$ cat config.mk
export PLATFORM = sky130hd
export DESIGN_NAME = instr_fetch_stage
export DESIGN_NICKNAME = d
export VERILOG_FILES = /design/src/rtl/instr_fetch_stage.sv
export SDC_FILE = /design/constraint.sdc
export NUM_CORES = 1
export LEC_CHECK = 0
export BUFFER_PORTS_ARGS = -buffer_cell sky130_fd_sc_hd__buf_2
export CORE_MARGIN = 5
export CORE_UTILIZATION = 45
export DETAILED_ROUTE_END_ITERATION = 10
export PLACE_DENSITY = 0.72
export SYNTH_ARGS = -nofsm -noshare
export SYNTH_HDL_FRONTEND = slang
export SYNTH_SLANG_ARGS = --single-unit
export TNS_END_PERCENT = 1
$ cat constraint.sdc
create_clock -name clk -period 3.7 [get_ports clk]
set_input_delay 0.185 -clock clk [delete_from_list [all_inputs] [get_ports clk]]
set_output_delay 0.185 -clock clk [all_outputs]
set_load 0.005 [all_outputs]
$ cat src/rtl/instr_fetch_stage.sv
// -----------------------------------------------------------------------------
// instr_fetch_stage
//
// Instruction-fetch stage sitting between the program-counter register and
// decode. A PC is accepted over a valid/ready handshake, a request is issued to
// a variable-latency instruction memory (req/ack), and the returned word is
// held together with its PC until decode takes it.
//
// Ports
//   clk, reset        clock (rising edge) and asynchronous active-high reset
//   pc_in/pc_valid    PC offered by the PC register
//   pc_ready          fetch accepts pc_in this cycle (combinational)
//   flush             redirect: discard the in-flight or held fetch
//   imem_req/addr     memory request; address stable while imem_req=1
//   imem_ack/rdata    one-cycle response strobe with instruction word
//   if_valid/ready    handshake towards decode
//   if_instr/if_pc    fetched word and its PC
//   if_err            with if_valid: misaligned PC or memory timeout
//
// Optional feature (macro FETCH_PERF_CNT_EN):
//   perf_fetch_cnt    +1 per if_valid && if_ready handshake
//   perf_wait_cnt     +1 per cycle spent waiting on memory
//   Both reset to zero and wrap at 2^32. Without the macro these ports and
//   counters do not exist; all other behaviour is identical.
// -----------------------------------------------------------------------------
module instr_fetch_stage #(
  parameter int unsigned       ADDR_W    = 32,
  parameter int unsigned       DATA_W    = 32,
  parameter logic [DATA_W-1:0] NOP_INSTR = 32'h0000_0000,
  parameter int unsigned       TIMEOUT   = 255
) (
  input  logic              clk,
  input  logic              reset,
  input  logic [ADDR_W-1:0] pc_in,
  input  logic              pc_valid,
  output logic              pc_ready,
  input  logic              flush,
  output logic              imem_req,
  output logic [ADDR_W-1:0] imem_addr,
  input  logic              imem_ack,
  input  logic [DATA_W-1:0] imem_rdata,
  output logic              if_valid,
  input  logic              if_ready,
  output logic [DATA_W-1:0] if_instr,
  output logic [ADDR_W-1:0] if_pc,
  output logic              if_err
`ifdef FETCH_PERF_CNT_EN
  ,
  output logic [31:0]       perf_fetch_cnt,
  output logic [31:0]       perf_wait_cnt
`endif
);

  typedef enum logic [1:0] {
    S_IDLE = 2'd0,
    S_WAIT = 2'd1,
    S_HOLD = 2'd2
  } state_e;

  // Last counter value before giving up: the request is abandoned after
  // exactly TIMEOUT cycles in WAIT without an acknowledge.
  localparam logic [7:0] TMO_LAST = 8'(TIMEOUT - 1);

  state_e              state_q,    state_d;
  logic                imem_req_q, imem_req_d;
  logic [ADDR_W-1:0]   imem_addr_q, imem_addr_d;
  logic                if_valid_q, if_valid_d;
  logic [DATA_W-1:0]   if_instr_q, if_instr_d;
  logic [ADDR_W-1:0]   if_pc_q,    if_pc_d;
  logic                if_err_q,   if_err_d;
  logic                drop_q,     drop_d;
  logic [7:0]          tmo_cnt_q,  tmo_cnt_d;

  logic                pc_ready_s;
  logic                accept_s;
  logic                aligned_s;
  logic                tmo_hit_s;

  // Handshake qualifiers towards the PC register and memory timeout detect.
  always_comb begin
    pc_ready_s = !flush &&
                 ((state_q == S_IDLE) || ((state_q == S_HOLD) && if_ready));
    accept_s   = pc_valid && pc_ready_s;
    aligned_s  = (pc_in[1:0] == 2'b00);
    tmo_hit_s  = (state_q == S_WAIT) && !imem_ack && (tmo_cnt_q == TMO_LAST);
  end

  // Next-state and next-output computation for the fetch FSM.
  always_comb begin
    state_d     = state_q;
    imem_req_d  = imem_req_q;
    imem_addr_d = imem_addr_q;
    if_valid_d  = if_valid_q;
    if_instr_d  = if_instr_q;
    if_pc_d     = if_pc_q;
    if_err_d    = if_err_q;
    drop_d      = drop_q;
    tmo_cnt_d   = tmo_cnt_q;

    case (state_q)
      S_IDLE: begin
        if (accept_s) begin
          // Aligned PCs go to memory; misaligned ones are answered locally
          // with an error word and never reach the bus.
          imem_addr_d = pc_in;
          if_pc_d     = pc_in;
          if_instr_d  = NOP_INSTR;
          tmo_cnt_d   = 8'd0;
          drop_d      = 1'b0;
          if (aligned_s) begin
            state_d    = S_WAIT;
            imem_req_d = 1'b1;
            if_valid_d = 1'b0;
            if_err_d   = 1'b0;
          end else begin
            state_d    = S_HOLD;
            imem_req_d = 1'b0;
            if_valid_d = 1'b1;
            if_err_d   = 1'b1;
          end
        end else begin
          state_d = S_IDLE;
        end
      end

      S_WAIT: begin
        imem_req_d = 1'b1;
        if (imem_ack) begin
          imem_req_d = 1'b0;
          tmo_cnt_d  = 8'd0;
          drop_d     = 1'b0;
          // A flushed request still has to complete on the bus; its data is
          // simply thrown away.
          if (drop_q || flush) begin
            state_d    = S_IDLE;
            if_valid_d = 1'b0;
            if_err_d   = 1'b0;
          end else begin
            state_d    = S_HOLD;
            if_valid_d = 1'b1;
            if_instr_d = imem_rdata;
            if_pc_d    = imem_addr_q;
            if_err_d   = 1'b0;
          end
        end else if (tmo_hit_s) begin
          imem_req_d = 1'b0;
          tmo_cnt_d  = 8'd0;
          drop_d     = 1'b0;
          if (drop_q || flush) begin
            state_d    = S_IDLE;
            if_valid_d = 1'b0;
            if_err_d   = 1'b0;
          end else begin
            state_d    = S_HOLD;
            if_valid_d = 1'b1;
            if_instr_d = NOP_INSTR;
            if_pc_d    = imem_addr_q;
            if_err_d   = 1'b1;
          end
        end else begin
          tmo_cnt_d = tmo_cnt_q + 8'd1;
          if (flush) begin
            drop_d = 1'b1;
          end else begin
            drop_d = drop_q;
          end
        end
      end

      S_HOLD: begin
        if (flush) begin
          state_d    = S_IDLE;
          if_valid_d = 1'b0;
          if_err_d   = 1'b0;
        end else if (if_ready) begin
          if (accept_s) begin
            // Back-to-back: decode takes the held word while the next PC
            // is launched in the same cycle.
            imem_addr_d = pc_in;
            if_pc_d     = pc_in;
            if_instr_d  = NOP_INSTR;
            tmo_cnt_d   = 8'd0;
            drop_d      = 1'b0;
            if (aligned_s) begin
              state_d    = S_WAIT;
              imem_req_d = 1'b1;
              if_valid_d = 1'b0;
              if_err_d   = 1'b0;
            end else begin
              state_d    = S_HOLD;
              imem_req_d = 1'b0;
              if_valid_d = 1'b1;
              if_err_d   = 1'b1;
            end
          end else begin
            state_d    = S_IDLE;
            if_valid_d = 1'b0;
            if_err_d   = 1'b0;
          end
        end else begin
          state_d = S_HOLD;
        end
      end

      default: begin
        state_d    = S_IDLE;
        imem_req_d = 1'b0;
        if_valid_d = 1'b0;
        if_err_d   = 1'b0;
        drop_d     = 1'b0;
        tmo_cnt_d  = 8'd0;
      end
    endcase
  end

  // State and output registers; reset drops any outstanding request at once.
  always_ff @(posedge clk or posedge reset) begin
    if (reset) begin
      state_q     <= S_IDLE;
      imem_req_q  <= 1'b0;
      imem_addr_q <= '0;
      if_valid_q  <= 1'b0;
      if_instr_q  <= '0;
      if_pc_q     <= '0;
      if_err_q    <= 1'b0;
      drop_q      <= 1'b0;
      tmo_cnt_q   <= 8'd0;
    end else begin
      state_q     <= state_d;
      imem_req_q  <= imem_req_d;
      imem_addr_q <= imem_addr_d;
      if_valid_q  <= if_valid_d;
      if_instr_q  <= if_instr_d;
      if_pc_q     <= if_pc_d;
      if_err_q    <= if_err_d;
      drop_q      <= drop_d;
      tmo_cnt_q   <= tmo_cnt_d;
    end
  end

`ifdef FETCH_PERF_CNT_EN
  logic [31:0] perf_fetch_q;
  logic [31:0] perf_wait_q;

  // Free-running event counters for delivered words and memory wait cycles.
  always_ff @(posedge clk or posedge reset) begin
    if (reset) begin
      perf_fetch_q <= 32'd0;
      perf_wait_q  <= 32'd0;
    end else begin
      if (if_valid_q && if_ready) begin
        perf_fetch_q <= perf_fetch_q + 32'd1;
      end else begin
        perf_fetch_q <= perf_fetch_q;
      end
      if (state_q == S_WAIT) begin
        perf_wait_q <= perf_wait_q + 32'd1;
      end else begin
        perf_wait_q <= perf_wait_q;
      end
    end
  end

  assign perf_fetch_cnt = perf_fetch_q;
  assign perf_wait_cnt  = perf_wait_q;
`else
  // Performance counters are compiled out in this build.
`endif

  assign pc_ready  = pc_ready_s;
  assign imem_req  = imem_req_q;
  assign imem_addr = imem_addr_q;
  assign if_valid  = if_valid_q;
  assign if_instr  = if_instr_q;
  assign if_pc     = if_pc_q;
  assign if_err    = if_err_q;

endmodule

==> impl_metrics.json, run 1 <==
{
  "final_max_slew_viol_count": 0,
  "setup_slack_ns": 1.24,
  "finalWirelength_um": 12500,
  "crit_required_ns": 3.94,
  "min_period_over_period_pct": 66.5,
  "hpwlAfterDp_um": 8830,
  "dr.pass1.iters": 5,
  "ios": 170,
  "worst_pin_slew_ns": 0.823,
  "clock_skew_ns": 0.00608,
  "ff_latch_area_mm2": 0.00275,
  "crit_slowest_cell": "and3b_4",
  "grt_pass1_vias": 3937,
  "relSlewSlack_pct": 45.1,
  "synth_area_leaders": "dfrtp_1 (52%), mux2_4 (17%), mux2_2 (7.6%)",
  "antenna_found_initial": 0,
  "die_h_um": 119,
  "ys_async_sr_fraction_pct": 100,
  "holdWs_ns": 0.0753,
  "antenna_cells": 0,
  "setup_tns_ns": 0,
  "ant_nets": 0,
  "post_drt_wl_per_cell_um": 16.8,
  "ir_drop_mv": 0.254,
  "grt_use_total_pct": 17.8,
  "fmax_mhz": 407,
  "final_util_pct": 56.3,
  "htree_levels": 3,
  "cp_cell_sequence": "inv_1 > ha_1 > nand4b_1 > o221ai_1 > and3b_4 > buf_12 > mux2_2",
  "status": "completed",
  "finalNetCount": 667,
  "dieArea_mm2": 0.0141,
  "core_mm2": 0.0115,
  "hold_viol": 0,
  "synth_edf_count": 0,
  "std_cell_rows": 39,
  "cts_resized": 0,
  "gp_congestion": 0.815,
  "port_buffers": 169,
  "postCtsHoldBufs": 1,
  "multi_input_area_mm2": 0.00233,
  "clockRootBuffer": "clkbuf_16",
  "grt_max_degree": 45,
  "power.total_mw": 3.10,
  "cts_buffers": 9,
  "ys_warn_count": 0,
  "layout_commonest_cell": "buf_2",
  "vias": 3875,
  "clkLatencyLatePin_ns": 0.35,
  "fin_crit_ns": 2.46,
  "synth_nets": 506,
  "grt.overflow.total": 0,
  "start_util_pct": 46.1,
  "crit_buf_inv": 2,
  "crit_path_end_kind": "flop",
  "drv_cap": 0,
  "ys_seq_elements": 110,
  "cp-start-kind": "flop",
  "routed_via_density": 5.22,
  "grt_pass1_wl_um": 20300,
  "yosysSeqAreaShare_pct": 51.8,
  "rsz0062_at_grt": "false",
  "drive_gt1_share_pct": 49.1,
  "cts_tree": "yes",
  "mostFrequentLayoutCells": "buf_2 (169), dfrtp_1 (110), nand2_1 (101)",
  "syn_to_final_growth_pct": 21.9,
  "syn_area_mm2": 0.00531,
  "num-fill-cells": 995,
  "path_max_fanout": 39,
  "setup.worst_path.class": "flop to flop",
  "arrival_ns": 2.69,
  "slowest_delay_ns": 0.61,
  "drcViolationCount": 0,
  "setup_violations": 0,
  "synthCells": 434,
  "yosys.area.top_type": "dfrtp_1",
  "post-cts-setup-buffers": 0,
  "clock_sinks": 110,
  "drtIter0Drc": 210,
  "avgSynthCellArea_um2": 12.2,
  "min_path_type": "primary input to flop",
  "power.density_mw_per_mm2": 478,
  "yosys.area.top_type_share_pct": 51.8,
  "ctsLongestPathBuffers": 2,
  "synth_cell_type_count": 43,
  "p_leak_nw": 3.47,
  "ys.flop_type": "dfrtp_1",
  "cp_top_family": "simple AND/OR/NAND/NOR gates",
  "die_x_um": 119,
  "clkTransAtPathRegs_ns": 0.07,
  "place_ws_ns": 1.22
}
## worst reg2reg max path, cell delays in order (launching register included)
cell and delay (ns):
dfrtp_1 0.43, inv_1 0.08, ha_1 0.16, nand4b_1 0.10
o221ai_1 0.22, and3b_4 0.61, buf_12 0.36, mux2_2 0.39
## per-layer routing
| layer | GRT usage, % | vias up | part of all wire, % | wire, um |
|---|---|---|---|---|
| li1 | - | 1812 | - | - |
| met1 | 23.4 | 1886 | 44 | 5520 |
| met2 | 27.9 | 162 | 46 | 5680 |
| met3 | 5.64 | 15 | 8.5 | 1060 |
| met4 | 6.08 | 0 | 1.7 | 216 |
| met5 | 0 | - | 0 | 0 |
## state kept, by name, summed over array words and instances (netlist names)
name / count
imem_addr: 32
state_q: 2
if_err: 1
drop_q: 1
if_pc: 32
if_valid: 1
tmo_cnt_q: 8
imem_req: 1
if_instr: 32
## through the flow
| stage | cell area (um2) | cells |
|---|---|---|
| after CTS | 6480 | 742 |
| after detailed placement | 6190 | 726 |
| after floorplan | 5310 | 434 |
| final | 6480 | 742 |
| after global placement | 6190 | 726 |
| after global routing | 6480 | 742 |
## cells in the mapped netlist (2+ instances only)
cell,n
buf_12,6
o22a_1,2
a31oi_1,2
o21ai_0,6
mux2_1,2
nor2_1,8
inv_1,4
mux2_4,60
nand2_1,101
nor3_1,2
and3_1,32
o31ai_1,3
buf_2,5
nand3_1,4
ha_1,2
nor2b_1,2
dfrtp_1,110
mux2_2,36
a21oi_1,8
nand2b_1,2
or4_1,2
clkbuf_1,14
## logic make-up (layout without fill, tap and decap cells)
| kind of cell | after synthesis | after routing | synth area share [%] |
|---|---|---|---|
| AOI/OAI and AO/OA | 30 | 30 | 3.77 |
| adders and majority gates | 2 | 2 | 0.471 |
| buffers and inverters | 31 | 196 | 4.36 |
| DFF | 110 | 110 | 51.8 |
| muxes | 98 | 98 | 25.0 |
| and+or+nand+nor | 163 | 163 | 14.6 |
## where the power goes
group / switching (mW) / internal, mW / leakage (nW)
clock: 0.430 / 0.490 / 0.131
combinational: 0.279 / 0.387 / 1.95
sequential: 0.128 / 1.39 / 1.38
## final cells by class
cell class,count,area share [%]
Clock buffer,12,3.96
Clock inverter,3,0.309
Inverter,4,0.270
Multi-Input combinational cell,293,36.0
Sequential cell,110,42.5
Tap cell,143,2.76
Timing Repair Buffer,177,14.2
## final timing paths
kind                                           from                         to  slack, ns  cells after the start
max                        tmo_cnt_q[0]$_DFFE_PP0P_   if_instr[31]$_DFFE_PP0P_       1.24                      7
min                                       pc_in[12]  imem_addr[12]$_DFFE_PP0P_       0.08                      2
max reg2reg                tmo_cnt_q[0]$_DFFE_PP0P_   if_instr[31]$_DFFE_PP0P_       1.24                      7
min reg2reg                      if_err$_DFFE_PP0P_         if_err$_DFFE_PP0P_       0.51                      1
max in group asynchronous                     reset      if_pc[15]$_DFFE_PP0P_       2.39                      4
min in group asynchronous                     reset    if_instr[2]$_DFFE_PP0P_       0.45                      3
Power figures use the tool's default switching activity.
==> run 2, diff against run 1 <==
==> constraint.sdc (replaced) <==
create_clock -name clk -period 2.3 [get_ports clk]
set_input_delay 0.115 -clock clk [delete_from_list [all_inputs] [get_ports clk]]
set_output_delay 0.115 -clock clk [all_outputs]
set_load 0.005 [all_outputs]
==> run 2 against run 1 <==
Combinational power is 67% higher. Largest power group unchanged. Clock skew up 0.0014 ns. Sequential power increased by 61%. Critical endpoint is now if_pc[31]$_DFFE_PP0P_. First-iteration DRC count is 20% higher. Count of clock-buffer cells in the layout down 2.
==> impl_metrics.json, run 2 (synthesis results as in run 1) <==
{
  "p_clk_share_pct": 31.9,
  "power.density_mw_per_mm2": 777,
  "die_h_um": 119,
  "postCtsHoldBufs": 8,
  "setup.worst_path.class": "flop to flop",
  "grt_pass1_wl_um": 20600,
  "seqPwrFrac_pct": 46.8,
  "cp-start-kind": "flop",
  "start_util_pct": 46.1,
  "min_period_over_period_pct": 90.3,
  "drtIter0Drc": 251,
  "setup_tns_ns": 0,
  "arrival_ns": 2.31,
  "post-cts-setup-buffers": 0,
  "holdWs_ns": 0.0143,
  "p_comb_share_pct": 21.3,
  "ant_nets": 0,
  "port_buffers": 169,
  "crit_path_end_kind": "flop",
  "final_area_mm2": 0.00669,
  "cts_tree": "yes",
  "drive_gt1_share_pct": 49.1,
  "power.total_mw": 5.20,
  "crit_required_ns": 2.54,
  "grt_max_degree": 45,
  "slowest_delay_ns": 0.42,
  "cp_cell_sequence": "inv_1 > ha_1 > nand4b_1 > o221ai_1 > and3b_4 > buf_4 > mux2_2",
  "power.internal_mw": 3.83,
  "grt.overflow.total": 0,
  "setup_violations": 0,
  "num-fill-cells": 949,
  "hpwlAfterDp_um": 9010,
  "ir_drop_mv": 0.409,
  "layout_commonest_cell": "buf_2",
  "gp_congestion": 0.816,
  "drv_cap": 0,
  "dr.pass1.iters": 4,
  "clkTransAtPathRegs_ns": 0.07,
  "crit_buf_inv": 2,
  "clock_sinks": 110,
  "rsz0062_at_grt": "false",
  "dieArea_mm2": 0.0141,
  "ctsLongestPathBuffers": 2,
  "grt_pass1_vias": 4069,
  "p_sw_share_pct": 26.2,
  "min_path_type": "primary input to flop",
  "syn_to_final_growth_pct": 25.9,
  "std_cell_rows": 39,
  "placed_area_mm2": 0.00628,
  "antenna_found_initial": 0,
  "core_mm2": 0.0115,
  "worst_pin_slew_ns": 0.815,
  "hold_viol": 0,
  "finalWirelength_um": 12500,
  "fin_crit_ns": 2.08,
  "die_x_um": 119,
  "finalNetCount": 682,
  "status": "completed",
  "mostFrequentLayoutCells": "buf_2 (169), dfrtp_1 (110), nand2_1 (101)",
  "p_sw_mw": 1.36,
  "final_max_slew_viol_count": 0,
  "clkLatencyLatePin_ns": 0.35,
  "crit_slowest_cell": "dfrtp_1",
  "routed_via_density": 5.13,
  "clock_skew_ns": 0.00750,
  "path_max_fanout": 10,
  "htree_levels": 3,
  "relSlewSlack_pct": 45.6,
  "drcViolationCount": 0,
  "cp_top_family": "simple AND/OR/NAND/NOR gates",
  "final_util_pct": 58.1,
  "vias": 3888,
  "fmax_mhz": 481,
  "antenna_cells": 0,
  "clockRootBuffer": "clkbuf_16",
  "cts_buffers": 9,
  "cts_resized": 0,
  "ios": 170,
  "p_leak_nw": 3.57,
  "timing.reg2reg.setup_slack_ns": 0.22,
  "grt_use_total_pct": 18.0,
  "post_drt_wl_per_cell_um": 16.5
}
-- run 2: cell count changes in the layout (fill, tap and decap cells not counted), sizes merged --
cell         delta
clkinv          +2
dlygate4sd3     +8
bufinv          +2
buf             +7
clkbuf          -2
clkinvlp        -1
-- run 2: per-stage QoR --
stage / cells / setup slack [ns]
2_1_floorplan: 434 / 0.495
3_3_place_gp: 733 / 0.291
3_5_place_dp: 733 / 0.238
4_1_cts: 757 / 0.227
5_1_grt: 758 / 0.0753
6_report: 758 / 0.222
-- run 2: final timing paths --
path	startpoint	to	depth (start not counted)
setup / recovery	tmo_cnt_q[0]$_DFFE_PP0P_	if_pc[31]$_DFFE_PP0P_	7
hold / removal	pc_in[28]	imem_addr[28]$_DFFE_PP0P_	2
setup reg to reg	tmo_cnt_q[0]$_DFFE_PP0P_	if_pc[31]$_DFFE_PP0P_	7
hold reg to reg	tmo_cnt_q[6]$_DFFE_PP0P_	tmo_cnt_q[6]$_DFFE_PP0P_	1
max in group asynchronous	reset	tmo_cnt_q[6]$_DFFE_PP0P_	4
min in group asynchronous	reset	if_pc[9]$_DFFE_PP0P_	3
-- run 2: area by class of cell --
class	count	area (um2)	area share, %
tap	143	179	2.68
multi-input combinational	293	2330	34.9
sequential	110	2750	41.2
inverter	4	18.8	0.281
timing repair buffer	192	1090	16.3
clock inverter	6	83.8	1.25
clock buffer	10	229	3.42
-- run 2: power groups by stage --
stage | clock [mW] | sequential (mW) | combinational, mW
after global routing | 1.79 | 2.47 | 1.22
after floorplan | 0 | 2.46 | 0.615
final | 1.66 | 2.43 | 1.11
after global placement | 0 | 2.45 | 1.09
after detailed placement | 0 | 2.46 | 1.11
after CTS | 1.70 | 2.44 | 1.13
-- run 2: layer usage --
| layer | part of all wire [%] | global-route usage (%) | wire length, um |
|---|---|---|---|
| met5 | 0 | 0 | 0 |
| met4 | 1.7 | 6.95 | 219 |
| met3 | 8.1 | 6.11 | 1020 |
| met2 | 46 | 27.7 | 5760 |
| met1 | 44 | 23.5 | 5540 |
-- run 2: worst register-to-register path: cells and delay by family (launching register included) --
| kind | cells | cell delay, ns |
|---|---|---|
| AOI/OAI and AO/OA | 1 | 0.23 |
| buffers and inverters | 2 | 0.32 |
| and+or+nand+nor | 2 | 0.49 |
| muxes | 1 | 0.35 |
| DFF | 1 | 0.42 |
| adders and majority gates | 1 | 0.16 |
